**src/rtl/easyaxi_rd_arb_pkg.sv**
```systemverilog
// rtl/easyaxi_rd_arb_pkg.sv - shared AXI read-channel widths and arbiter FSM encoding
package easyaxi_rd_arb_pkg;

  localparam int AXI_ID_W    = 4;
  localparam int AXI_ADDR_W  = 32;
  localparam int AXI_DATA_W  = 32;
  localparam int AXI_LEN_W   = 8;
  localparam int AXI_SIZE_W  = 3;
  localparam int AXI_BURST_W = 2;
  localparam int AXI_RESP_W  = 2;
  localparam int AXI_USER_W  = 4;

  typedef enum logic [1:0] {
    ST_IDLE = 2'd0,
    ST_AR   = 2'd1,
    ST_R    = 2'd2
  } arb_state_e;

endpackage

```
**src/rtl/easyaxi_rd_arb_if.sv**
```systemverilog
// rtl/easyaxi_rd_arb_if.sv - AXI read address + read data channel bundle
interface easyaxi_rd_arb_if
  import easyaxi_rd_arb_pkg::*;
#(
  parameter int ID_W   = AXI_ID_W,
  parameter int ADDR_W = AXI_ADDR_W,
  parameter int DATA_W = AXI_DATA_W,
  parameter int LEN_W  = AXI_LEN_W
) ();

  logic                   arvalid;
  logic                   arready;
  logic [ID_W-1:0]        arid;
  logic [ADDR_W-1:0]      araddr;
  logic [LEN_W-1:0]       arlen;
  logic [AXI_SIZE_W-1:0]  arsize;
  logic [AXI_BURST_W-1:0] arburst;
  logic [AXI_USER_W-1:0]  aruser;

  logic                   rvalid;
  logic                   rready;
  logic [ID_W-1:0]        rid;
  logic [DATA_W-1:0]      rdata;
  logic [AXI_RESP_W-1:0]  rresp;
  logic                   rlast;
  logic [AXI_USER_W-1:0]  ruser;

  modport master (
    output arvalid, arid, araddr, arlen, arsize, arburst, aruser, rready,
    input  arready, rvalid, rid, rdata, rresp, rlast, ruser
  );

  modport slave (
    input  arvalid, arid, araddr, arlen, arsize, arburst, aruser, rready,
    output arready, rvalid, rid, rdata, rresp, rlast, ruser
  );

endinterface

```
**src/rtl/easyaxi_rr_arb2.sv**
```systemverilog
// rtl/easyaxi_rr_arb2.sv - two-requester round-robin pick, purely combinational
module easyaxi_rr_arb2 (
  input  logic [1:0] req_i,
  input  logic       last_gnt_i,
  input  logic       en_i,
  output logic [1:0] gnt_o
);

  // last_gnt_i is the index of the master served most recently; a tie goes to the other one
  always_comb begin
    gnt_o = 2'b00;
    if (en_i) begin
      if (&req_i) begin
        gnt_o = last_gnt_i ? 2'b01 : 2'b10;
      end else begin
        gnt_o = req_i;
      end
    end
  end

endmodule

```
**src/rtl/easyaxi_rd_arb.sv**
```systemverilog
// rtl/easyaxi_rd_arb.sv - two-master AXI read arbiter, one burst in flight, beat-count check
module easyaxi_rd_arb
  import easyaxi_rd_arb_pkg::*;
#(
  parameter int ID_W   = AXI_ID_W,
  parameter int ADDR_W = AXI_ADDR_W,
  parameter int DATA_W = AXI_DATA_W,
  parameter int LEN_W  = AXI_LEN_W
) (
  input  logic             clk,
  input  logic             rst,
  easyaxi_rd_arb_if.slave  mst0_if,
  easyaxi_rd_arb_if.slave  mst1_if,
  easyaxi_rd_arb_if.master slv_if,
  output logic [1:0]       arb_gnt_o,
  output logic             arb_busy_o,
  output logic             arb_len_err_o
);

  arb_state_e       state_q, state_d;
  logic [1:0]       gnt_q, gnt_d, rr_gnt;
  logic             last_gnt_q, last_gnt_d;
  logic [LEN_W-1:0] beat_cnt_q, beat_cnt_d;
  logic [LEN_W-1:0] len_q, len_d;
  logic             len_err_q, len_err_d;

  logic              sel, ar_req, r_rready, ar_hs, r_hs, beat_sat;
  logic [ID_W-1:0]   arid_mux;
  logic [ADDR_W-1:0] araddr_mux;
  logic [LEN_W-1:0]  arlen_mux;
  logic [DATA_W-1:0] rdata_bc;

  easyaxi_rr_arb2 u_rr (
    .req_i      ({mst1_if.arvalid, mst0_if.arvalid}),
    .last_gnt_i (last_gnt_q),
    .en_i       (state_q == ST_IDLE),
    .gnt_o      (rr_gnt)
  );

  // gnt_q is zero in IDLE, so the payload mux rests on master 0
  assign sel        = gnt_q[1];
  assign arid_mux   = sel ? mst1_if.arid   : mst0_if.arid;
  assign araddr_mux = sel ? mst1_if.araddr : mst0_if.araddr;
  assign arlen_mux  = sel ? mst1_if.arlen  : mst0_if.arlen;
  assign ar_req     = sel ? mst1_if.arvalid : mst0_if.arvalid;
  assign r_rready   = sel ? mst1_if.rready  : mst0_if.rready;

  assign slv_if.arid    = arid_mux;
  assign slv_if.araddr  = araddr_mux;
  assign slv_if.arlen   = arlen_mux;
  assign slv_if.arsize  = sel ? mst1_if.arsize  : mst0_if.arsize;
  assign slv_if.arburst = sel ? mst1_if.arburst : mst0_if.arburst;
  assign slv_if.aruser  = sel ? mst1_if.aruser  : mst0_if.aruser;

  assign slv_if.arvalid  = (state_q == ST_AR) && ar_req;
  assign mst0_if.arready = (state_q == ST_AR) && gnt_q[0] && slv_if.arready;
  assign mst1_if.arready = (state_q == ST_AR) && gnt_q[1] && slv_if.arready;
  assign ar_hs           = slv_if.arvalid && slv_if.arready;

  assign slv_if.rready  = (state_q == ST_R) && r_rready;
  assign mst0_if.rvalid = (state_q == ST_R) && gnt_q[0] && slv_if.rvalid;
  assign mst1_if.rvalid = (state_q == ST_R) && gnt_q[1] && slv_if.rvalid;
  assign r_hs           = slv_if.rvalid && slv_if.rready;

  assign rdata_bc      = slv_if.rdata;
  assign mst0_if.rid   = slv_if.rid;
  assign mst0_if.rdata = rdata_bc;
  assign mst0_if.rresp = slv_if.rresp;
  assign mst0_if.rlast = slv_if.rlast;
  assign mst0_if.ruser = slv_if.ruser;
  assign mst1_if.rid   = slv_if.rid;
  assign mst1_if.rdata = rdata_bc;
  assign mst1_if.rresp = slv_if.rresp;
  assign mst1_if.rlast = slv_if.rlast;
  assign mst1_if.ruser = slv_if.ruser;

  assign beat_sat = &beat_cnt_q;

  always_comb begin
    state_d    = state_q;
    gnt_d      = gnt_q;
    last_gnt_d = last_gnt_q;
    beat_cnt_d = beat_cnt_q;
    len_d      = len_q;
    len_err_d  = len_err_q;
    case (state_q)
      ST_IDLE: begin
        if (|rr_gnt) begin
          gnt_d   = rr_gnt;
          state_d = ST_AR;
        end
      end
      ST_AR: begin
        if (ar_hs) begin
          len_d      = arlen_mux;
          beat_cnt_d = '0;
          state_d    = ST_R;
        end
      end
      ST_R: begin
        if (r_hs) begin
          if (!beat_sat) begin
            beat_cnt_d = beat_cnt_q + 1'b1;
          end
          // beat_cnt_q counts beats before this one, so the last beat must land on len_q
          if (slv_if.rlast ? (beat_cnt_q != len_q) : ((beat_cnt_q == len_q) || beat_sat)) begin
            len_err_d = 1'b1;
          end
          if (slv_if.rlast) begin
            last_gnt_d = sel;
            gnt_d      = 2'b00;
            state_d    = ST_IDLE;
          end
        end
      end
      default: begin
        gnt_d   = 2'b00;
        state_d = ST_IDLE;
      end
    endcase
  end

  always_ff @(posedge clk) begin
    if (rst) begin
      state_q    <= ST_IDLE;
      gnt_q      <= 2'b00;
      last_gnt_q <= 1'b1;
      beat_cnt_q <= '0;
      len_q      <= '0;
      len_err_q  <= 1'b0;
    end else begin
      state_q    <= state_d;
      gnt_q      <= gnt_d;
      last_gnt_q <= last_gnt_d;
      beat_cnt_q <= beat_cnt_d;
      len_q      <= len_d;
      len_err_q  <= len_err_d;
    end
  end

  assign arb_gnt_o     = gnt_q;
  assign arb_busy_o    = (state_q != ST_IDLE);
  assign arb_len_err_o = len_err_q;

endmodule

```
**src/flat_wrapper.sv**
```systemverilog
// flat-port wrapper written by rule: the top's interface ports become plain ports
module easyaxi_rd_arb_flat import easyaxi_rd_arb_pkg::*;
#(
  parameter int ID_W   = AXI_ID_W,
  parameter int ADDR_W = AXI_ADDR_W,
  parameter int DATA_W = AXI_DATA_W,
  parameter int LEN_W  = AXI_LEN_W
)
  (clk, rst, arb_gnt_o, arb_busy_o, arb_len_err_o, mst0_if_arvalid, mst0_if_arid, mst0_if_araddr, mst0_if_arlen, mst0_if_arsize, mst0_if_arburst, mst0_if_aruser, mst0_if_rready, mst0_if_arready, mst0_if_rvalid, mst0_if_rid, mst0_if_rdata, mst0_if_rresp, mst0_if_rlast, mst0_if_ruser, mst1_if_arvalid, mst1_if_arid, mst1_if_araddr, mst1_if_arlen, mst1_if_arsize, mst1_if_arburst, mst1_if_aruser, mst1_if_rready, mst1_if_arready, mst1_if_rvalid, mst1_if_rid, mst1_if_rdata, mst1_if_rresp, mst1_if_rlast, mst1_if_ruser, slv_if_arvalid, slv_if_arid, slv_if_araddr, slv_if_arlen, slv_if_arsize, slv_if_arburst, slv_if_aruser, slv_if_rready, slv_if_arready, slv_if_rvalid, slv_if_rid, slv_if_rdata, slv_if_rresp, slv_if_rlast, slv_if_ruser);
  easyaxi_rd_arb_if #(.ID_W(ID_W), .ADDR_W(ADDR_W), .DATA_W(DATA_W), .LEN_W(LEN_W)) mst0_if_i ();
  easyaxi_rd_arb_if #(.ID_W(ID_W), .ADDR_W(ADDR_W), .DATA_W(DATA_W), .LEN_W(LEN_W)) mst1_if_i ();
  easyaxi_rd_arb_if #(.ID_W(ID_W), .ADDR_W(ADDR_W), .DATA_W(DATA_W), .LEN_W(LEN_W)) slv_if_i ();
  input  logic clk;
  input  logic rst;
  output logic [1:0] arb_gnt_o;
  output logic arb_busy_o;
  output logic arb_len_err_o;
  input wire logic [$bits(mst0_if_i.arvalid)-1:0] mst0_if_arvalid;
  input wire logic [$bits(mst0_if_i.arid)-1:0] mst0_if_arid;
  input wire logic [$bits(mst0_if_i.araddr)-1:0] mst0_if_araddr;
  input wire logic [$bits(mst0_if_i.arlen)-1:0] mst0_if_arlen;
  input wire logic [$bits(mst0_if_i.arsize)-1:0] mst0_if_arsize;
  input wire logic [$bits(mst0_if_i.arburst)-1:0] mst0_if_arburst;
  input wire logic [$bits(mst0_if_i.aruser)-1:0] mst0_if_aruser;
  input wire logic [$bits(mst0_if_i.rready)-1:0] mst0_if_rready;
  output wire logic [$bits(mst0_if_i.arready)-1:0] mst0_if_arready;
  output wire logic [$bits(mst0_if_i.rvalid)-1:0] mst0_if_rvalid;
  output wire logic [$bits(mst0_if_i.rid)-1:0] mst0_if_rid;
  output wire logic [$bits(mst0_if_i.rdata)-1:0] mst0_if_rdata;
  output wire logic [$bits(mst0_if_i.rresp)-1:0] mst0_if_rresp;
  output wire logic [$bits(mst0_if_i.rlast)-1:0] mst0_if_rlast;
  output wire logic [$bits(mst0_if_i.ruser)-1:0] mst0_if_ruser;
  input wire logic [$bits(mst1_if_i.arvalid)-1:0] mst1_if_arvalid;
  input wire logic [$bits(mst1_if_i.arid)-1:0] mst1_if_arid;
  input wire logic [$bits(mst1_if_i.araddr)-1:0] mst1_if_araddr;
  input wire logic [$bits(mst1_if_i.arlen)-1:0] mst1_if_arlen;
  input wire logic [$bits(mst1_if_i.arsize)-1:0] mst1_if_arsize;
  input wire logic [$bits(mst1_if_i.arburst)-1:0] mst1_if_arburst;
  input wire logic [$bits(mst1_if_i.aruser)-1:0] mst1_if_aruser;
  input wire logic [$bits(mst1_if_i.rready)-1:0] mst1_if_rready;
  output wire logic [$bits(mst1_if_i.arready)-1:0] mst1_if_arready;
  output wire logic [$bits(mst1_if_i.rvalid)-1:0] mst1_if_rvalid;
  output wire logic [$bits(mst1_if_i.rid)-1:0] mst1_if_rid;
  output wire logic [$bits(mst1_if_i.rdata)-1:0] mst1_if_rdata;
  output wire logic [$bits(mst1_if_i.rresp)-1:0] mst1_if_rresp;
  output wire logic [$bits(mst1_if_i.rlast)-1:0] mst1_if_rlast;
  output wire logic [$bits(mst1_if_i.ruser)-1:0] mst1_if_ruser;
  output wire logic [$bits(slv_if_i.arvalid)-1:0] slv_if_arvalid;
  output wire logic [$bits(slv_if_i.arid)-1:0] slv_if_arid;
  output wire logic [$bits(slv_if_i.araddr)-1:0] slv_if_araddr;
  output wire logic [$bits(slv_if_i.arlen)-1:0] slv_if_arlen;
  output wire logic [$bits(slv_if_i.arsize)-1:0] slv_if_arsize;
  output wire logic [$bits(slv_if_i.arburst)-1:0] slv_if_arburst;
  output wire logic [$bits(slv_if_i.aruser)-1:0] slv_if_aruser;
  output wire logic [$bits(slv_if_i.rready)-1:0] slv_if_rready;
  input wire logic [$bits(slv_if_i.arready)-1:0] slv_if_arready;
  input wire logic [$bits(slv_if_i.rvalid)-1:0] slv_if_rvalid;
  input wire logic [$bits(slv_if_i.rid)-1:0] slv_if_rid;
  input wire logic [$bits(slv_if_i.rdata)-1:0] slv_if_rdata;
  input wire logic [$bits(slv_if_i.rresp)-1:0] slv_if_rresp;
  input wire logic [$bits(slv_if_i.rlast)-1:0] slv_if_rlast;
  input wire logic [$bits(slv_if_i.ruser)-1:0] slv_if_ruser;
  assign mst0_if_i.arvalid = mst0_if_arvalid;
  assign mst0_if_i.arid = mst0_if_arid;
  assign mst0_if_i.araddr = mst0_if_araddr;
  assign mst0_if_i.arlen = mst0_if_arlen;
  assign mst0_if_i.arsize = mst0_if_arsize;
  assign mst0_if_i.arburst = mst0_if_arburst;
  assign mst0_if_i.aruser = mst0_if_aruser;
  assign mst0_if_i.rready = mst0_if_rready;
  assign mst0_if_arready = mst0_if_i.arready;
  assign mst0_if_rvalid = mst0_if_i.rvalid;
  assign mst0_if_rid = mst0_if_i.rid;
  assign mst0_if_rdata = mst0_if_i.rdata;
  assign mst0_if_rresp = mst0_if_i.rresp;
  assign mst0_if_rlast = mst0_if_i.rlast;
  assign mst0_if_ruser = mst0_if_i.ruser;
  assign mst1_if_i.arvalid = mst1_if_arvalid;
  assign mst1_if_i.arid = mst1_if_arid;
  assign mst1_if_i.araddr = mst1_if_araddr;
  assign mst1_if_i.arlen = mst1_if_arlen;
  assign mst1_if_i.arsize = mst1_if_arsize;
  assign mst1_if_i.arburst = mst1_if_arburst;
  assign mst1_if_i.aruser = mst1_if_aruser;
  assign mst1_if_i.rready = mst1_if_rready;
  assign mst1_if_arready = mst1_if_i.arready;
  assign mst1_if_rvalid = mst1_if_i.rvalid;
  assign mst1_if_rid = mst1_if_i.rid;
  assign mst1_if_rdata = mst1_if_i.rdata;
  assign mst1_if_rresp = mst1_if_i.rresp;
  assign mst1_if_rlast = mst1_if_i.rlast;
  assign mst1_if_ruser = mst1_if_i.ruser;
  assign slv_if_arvalid = slv_if_i.arvalid;
  assign slv_if_arid = slv_if_i.arid;
  assign slv_if_araddr = slv_if_i.araddr;
  assign slv_if_arlen = slv_if_i.arlen;
  assign slv_if_arsize = slv_if_i.arsize;
  assign slv_if_arburst = slv_if_i.arburst;
  assign slv_if_aruser = slv_if_i.aruser;
  assign slv_if_rready = slv_if_i.rready;
  assign slv_if_i.arready = slv_if_arready;
  assign slv_if_i.rvalid = slv_if_rvalid;
  assign slv_if_i.rid = slv_if_rid;
  assign slv_if_i.rdata = slv_if_rdata;
  assign slv_if_i.rresp = slv_if_rresp;
  assign slv_if_i.rlast = slv_if_rlast;
  assign slv_if_i.ruser = slv_if_ruser;
  easyaxi_rd_arb #(.ID_W(ID_W), .ADDR_W(ADDR_W), .DATA_W(DATA_W), .LEN_W(LEN_W)) u_core (.clk(clk), .rst(rst), .mst0_if(mst0_if_i), .mst1_if(mst1_if_i), .slv_if(slv_if_i), .arb_gnt_o(arb_gnt_o), .arb_busy_o(arb_busy_o), .arb_len_err_o(arb_len_err_o));
endmodule
```
**config.mk**
```make
export PLATFORM = sky130hd
export DESIGN_NAME = easyaxi_rd_arb_flat
export DESIGN_NICKNAME = d
export VERILOG_FILES = /design/src/rtl/easyaxi_rd_arb_pkg.sv /design/src/rtl/easyaxi_rd_arb_if.sv /design/src/rtl/easyaxi_rr_arb2.sv /design/src/rtl/easyaxi_rd_arb.sv /design/src/flat_wrapper.sv
export SDC_FILE = /design/constraint.sdc
export NUM_CORES = 1
export LEC_CHECK = 0
export CORE_AREA = 3 3 116 118
export DETAILED_ROUTE_END_ITERATION = 16
export DIE_AREA = 0 0 119 121
export PLACE_DENSITY_LB_ADDON = 0.08
export SLEW_MARGIN = 0
export SYNTH_ARGS = -nofsm -noshare
export SYNTH_HDL_FRONTEND = slang
export SYNTH_SLANG_ARGS = --single-unit
export TNS_END_PERCENT = 1
```
**constraint.sdc**
```tcl
create_clock -name clk -period 2.5 [get_ports clk]
set_input_delay 0.25 -clock clk [delete_from_list [all_inputs] [get_ports clk]]
set_output_delay 0.25 -clock clk [all_outputs]
set_load 0.05 [all_outputs]
```
# Word level (Yosys, flattened, before mapping)
# Cells that the tools add are included.
dict set report word_totals {
  regBits 22
  inputBits 157
  word_cells 65
}
dict set report classes {
  n_addsub 1
  n_eq_ne 9
  mux 23
  bitwise 1
  n_reduce_logical 25
}
# operator count
set op_table {}
lappend op_table {{32-bit 2-to-1 mux} 1}
lappend op_table {{8-bit 2-to-1 mux} 4}
lappend op_table {{2-bit 2-to-1 mux} 9}
lappend op_table {{8-bit case mux with 2 select lines} 1}
lappend op_table {{1-bit logical AND} 12}
lappend op_table {{2-bit case mux with 3 select lines} 2}
lappend op_table {{4-bit AND reduction} 3}
lappend op_table {{8-bit by 1-bit adder with 8-bit output, second input constant} 1}
lappend op_table {{8-bit == test} 1}
lappend op_table {{4-bit 2-to-1 mux} 2}
lappend op_table {{8-bit != test} 1}
lappend op_table {{8-bit AND reduction} 1}
lappend op_table {{2-bit by 1-bit != test with 1-bit output, second input constant} 3}
lappend op_table {{3-bit AND reduction} 2}
lappend op_table {{2-bit != test, second input constant} 2}
lappend op_table {{2-bit AND reduction} 2}
lappend op_table {{2-bit nonzero test} 2}
lappend op_table {{1-bit 2-to-1 mux} 3}
lappend op_table {{3-bit 2-to-1 mux} 1}
lappend op_table {{2-bit by 1-bit == test with 1-bit output, second input constant} 1}
lappend op_table {{2-bit == test, second input constant} 1}
lappend op_table {{2-bit logical NOT} 1}
lappend op_table {{2-bit OR reduction} 1}
lappend op_table {{1-bit logical OR} 1}
lappend op_table {{1-bit NOT} 1}

# Logic depth before layout (Yosys ltp)
dict set report depth {
  word_depth 6
  ltp_mapped 7
  depth_no_buf 6
}

# By module
# From an unflattened synthesis, not the netlist that was laid out.
dict set report hier_totals {
  hier_cells 295
  area_unflattened_um2 2473.6
}
# module n_inst cells_per_inst area_per_inst_um2
set by_module_without_submodules {}
lappend by_module_without_submodules {easyaxi_rd_arb 1 290 2452.4}
lappend by_module_without_submodules {easyaxi_rr_arb2 1 5 21.3}

# Worst setup path before layout
# OpenSTA, ideal clock, no wires.
dict set report synth_path {
  path_type {register -> output}
  start {register u_core.gnt_q[1], in the netlist u_core.arb_gnt_o[1]}
  end {output slv_if_arvalid}
  arrival_time_ps 2075
  required_ps 2250
  slack_ps 175
  stages_incl_launch_ff 4
  n_path_buf 1
  path_cell_list {dfxtp_1 buf_6 mux2i_2 nor3b_1}
}
dict set report synth_via {
  elab_chain_cells 2
}
# element line_no
set synth_rtl {}
lappend synth_rtl {{start, declared} easyaxi_rd_arb.sv:21} ;# logic [1:0] gnt_q, gnt_d, rr_gnt;
lappend synth_rtl {{start signal, assigned} easyaxi_rd_arb.sv:133} ;# gnt_q <= gnt_d;
lappend synth_rtl {{1-bit 2-to-1 mux} easyaxi_rd_arb.sv:45} ;# assign ar_req = sel ? mst1_if.arvalid : mst0_if.arvalid;
lappend synth_rtl {{1-bit logical AND} easyaxi_rd_arb.sv:55} ;# assign slv_if.arvalid = (state_q == ST_AR) && ar_req;
lappend synth_rtl {{end, declared} flat_wrapper.sv:48} ;# output wire logic [$bits(slv_if_i.arvalid)-1:0] slv_if_arvalid;
# No other way between the ends.

# Final worst setup path
dict set report layout_path {
  start {register u_core.gnt_q[1], in the netlist u_core.arb_gnt_o[1]}
  end {output slv_if_arlen[2]}
}
dict set report layout_via {
  elab_chain_cells 1
}
# element line_no
set layout_rtl {}
lappend layout_rtl {{8-bit 2-to-1 mux} easyaxi_rd_arb.sv:44} ;# assign arlen_mux = sel ? mst1_if.arlen : mst0_if.arlen;
lappend layout_rtl {{end, declared} flat_wrapper.sv:51} ;# output wire logic [$bits(slv_if_i.arlen)-1:0] slv_if_arlen;
# No other way between the ends.

==> out/metrics.cfg <==
[sta]
grt_setup_unrepaired=false
finClkSkew_ns=0.00215
report.final.slew_viol_count=0
finalCritPeriodShare_pct=94.9
tns_ns=0
finalSetupViolations=0
period_needed_ns=2.37
max_freq_mhz=422
tightestPinTransition_ns=0.609
timing.slew.headroom_pct=59.4
final-hold-violation-count=0

[logic_synthesis]
yosys_warnings=0
syn_avg_cell_area_um2=8.72
netlist_top_cells_count=86 x buf_4, 53 x mux2_2, 22 x dfxtp_1
synthMuxAreaShare_pct=29.0
yosys.area.top_type_share_pct=26.7
synth_nets=435
synth-compound-area-share_pct=5.64
async_flop_share_pct=0
synth_cells=277
synth_edf_count=0
synth_fa_ha_area_share_pct=0.518
ys_seq_area_share_pct=18.2
synth_top_family_by_area=buffers and inverters
synth-simple-area-share_pct=14.0
yosysTopAreaCell=buf_4
synth.most_common_cell=buf_4
syn-cell-area_um2=2420
synthTopCellsByArea=buf_4 27%, mux2_2 25%, dfxtp_1 18%
ys.flop_type=dfxtp_1
ys_types=37
synth-seq-cells=22
synth-xor-area-share_pct=2.90

[layout]
layout-drive-gt1-share_pct=20.3
n_antenna_cell=0
seq_area_um2=442
multiInputGateArea_um2=1260
final_nets=525
area_delta_synth_final_pct=59.3
num-fill-cells=1340

[drt]
dr_wl_met2_um=4660
dr.pass1.iters=4
num_vias=2135
dr_wl_met3_um=972
drt-total-wl_um=8590
wl_met1_um=2840
drt-initial-drc-count=23
wire_per_inst_um=16.0
top_layer_used=met4
ant_nets=0
drc=0
viasPerCell=3.98

[cts]
cts_buffers=3
cts.repair.resized=0
cts_tree=yes
cts-htree-levels=1
cts_setup_buffers=0
cts_hold_buf=0
clk_latency_ns=0.25
clockBufferDepth=2
cts_sinks=22
clk_pin_slew_ns=0.06
cts_root_buffer=clkbuf_16

[grt]
grt_first_pass_wirelength_um=12900
grt_max_degree=22
grt_overflow=0
grt_pass1_vias=2370
track_usage_pct=11.2
grt_antenna_before_repair=0

[worst_setup_path]
r2r_cells=6
arrival_ns=2.12
rr_endpoint=u_core.beat_cnt_q[6]
worstSetupPathType=reg -> out
setup.worst_path.start_class=flop
timing.rr.start=u_core.arb_gnt_o[1]
reg2reg_slack_ns=0.39
crit_path_end_kind=output pin
worstPathRequired_ns=2.25
cp_max_fo=21

[placed_design]
gp_congestion=0.692
dp_hpwl_um=7460
numPortBuffers=179

[floorplanning]
die-area_um2=14400
core_um2=12600
rows=41
die_w_um=119
die_height_um=121
initial_core_util_pct=19.2
pin_count=306

[job]
max-cap-violations=0

[power_and_ir_drop]
fin_total_pwr_uw=1550
power_density_nw_per_um2=403
vdd_drop_max_uv=148
leakage_uw=0.00136

[status]
outcome=complete, no violations

[worst_hold_path]
min_from=slv_if_rdata[2]
hold_path.class=in -> out
min_delay_path_depth=0
hold_end=mst0_if_rdata[2]

[routing by layer]
metal	GRT usage, %	vias up
li1	-	1048
met1	11.1	955
met2	21.7	123
met3	4.20	9
met4	2.82	0
met5	0	-
[worst max path at each step]
stage / cells after the start / slack [ns] / startpoint / endpoint
6_report: 3 / 0.13 / u_core.arb_gnt_o[1] / slv_if_arlen[2]
5_1_grt: 3 / 0.05 / u_core.arb_gnt_o[1] / slv_if_arlen[2]
4_1_cts: 3 / 0.09 / u_core.arb_gnt_o[1] / slv_if_arlen[2]
3_5_place_dp: 3 / 0.36 / u_core.arb_gnt_o[1] / slv_if_arlen[2]
3_3_place_gp: 6 / 0.38 / u_core.arb_gnt_o[1] / u_core.beat_cnt_q[6]
2_1_floorplan: 3 / 0.18 / u_core.arb_gnt_o[1] / slv_if_arvalid
[per-stage QoR]
| stage | cell area [um2] | setup slack, ns | util (%) | instances | hold slack, ns |
|---|---|---|---|---|---|
| floorplan | 2420 | 0.175 | - | 277 | 0.411 |
| global placement | 3770 | 0.382 | 30.0 | 534 | 0.500 |
| detailed placement | 3770 | 0.361 | 30.0 | 534 | 0.500 |
| CTS | 3850 | 0.0893 | 30.6 | 537 | 0.500 |
| global route | 3850 | 0.0540 | 30.6 | 537 | 0.500 |
| finish | 3850 | 0.128 | 30.6 | 537 | 0.500 |
[flip-flops by register name (all words and copies together) (netlist names)]
signal                cells
u_core.arb_gnt_o          2
u_core.state_q            2
u_core.arb_len_err_o      1
u_core.last_gnt_q         1
u_core.len_q              8
u_core.beat_cnt_q         8
[power by group]
| part | leakage (uW) | switching [uW] | total (uW) | internal [uW] |
|---|---|---|---|---|
| registers | 0.000179 | 18.4 | 380 | 361 |
| clock network | 0.0000370 | 118 | 329 | 211 |
| logic | 0.00115 | 442 | 840 | 398 |
| total | 0.00136 | 579 | 1550 | 971 |
[layout by cell type (no fill, tap or decap), drive strengths merged, types with 4 or more instances in the layout]
| master | count |
|---|---|
| nor2 | 14 |
| xnor2 | 8 |
| and3 | 4 |
| or3 | 6 |
| dfxtp | 22 |
| or2 | 4 |
| mux2i | 10 |
| mux2 | 53 |
| o21ai | 5 |
| nand4 | 4 |
| a21oi | 16 |
| clkdlybuf4s50 | 172 |
| buf | 12 |
| nand2 | 6 |
[worst max-delay path, cell delays in order, from the launching register on]
cell and delay, ns:
dfxtp_2 0.54, buf_12 0.22, mux2_2 0.36, clkdlybuf4s50_1 0.73
[area by class of cell]
type                       instances  share of cell area, %
clock buffer                       3                   1.95
inverter                           3                  0.292
multi-input combinational        153                   32.7
sequential                        22                   11.5
tap                              172                   5.59
timing repair buffer             184                   48.0
[cells by family (layout without fill, tap and decap cells)]
group,count (synthesis),in the layout
fa+ha+maj,1,1
buf+inv,102,190
simple gates,57,57
flops,22,22
mux,63,63
xor+xnor,8,8
compound gates,24,24
Note: power is estimated with default switching activity, not from simulation.
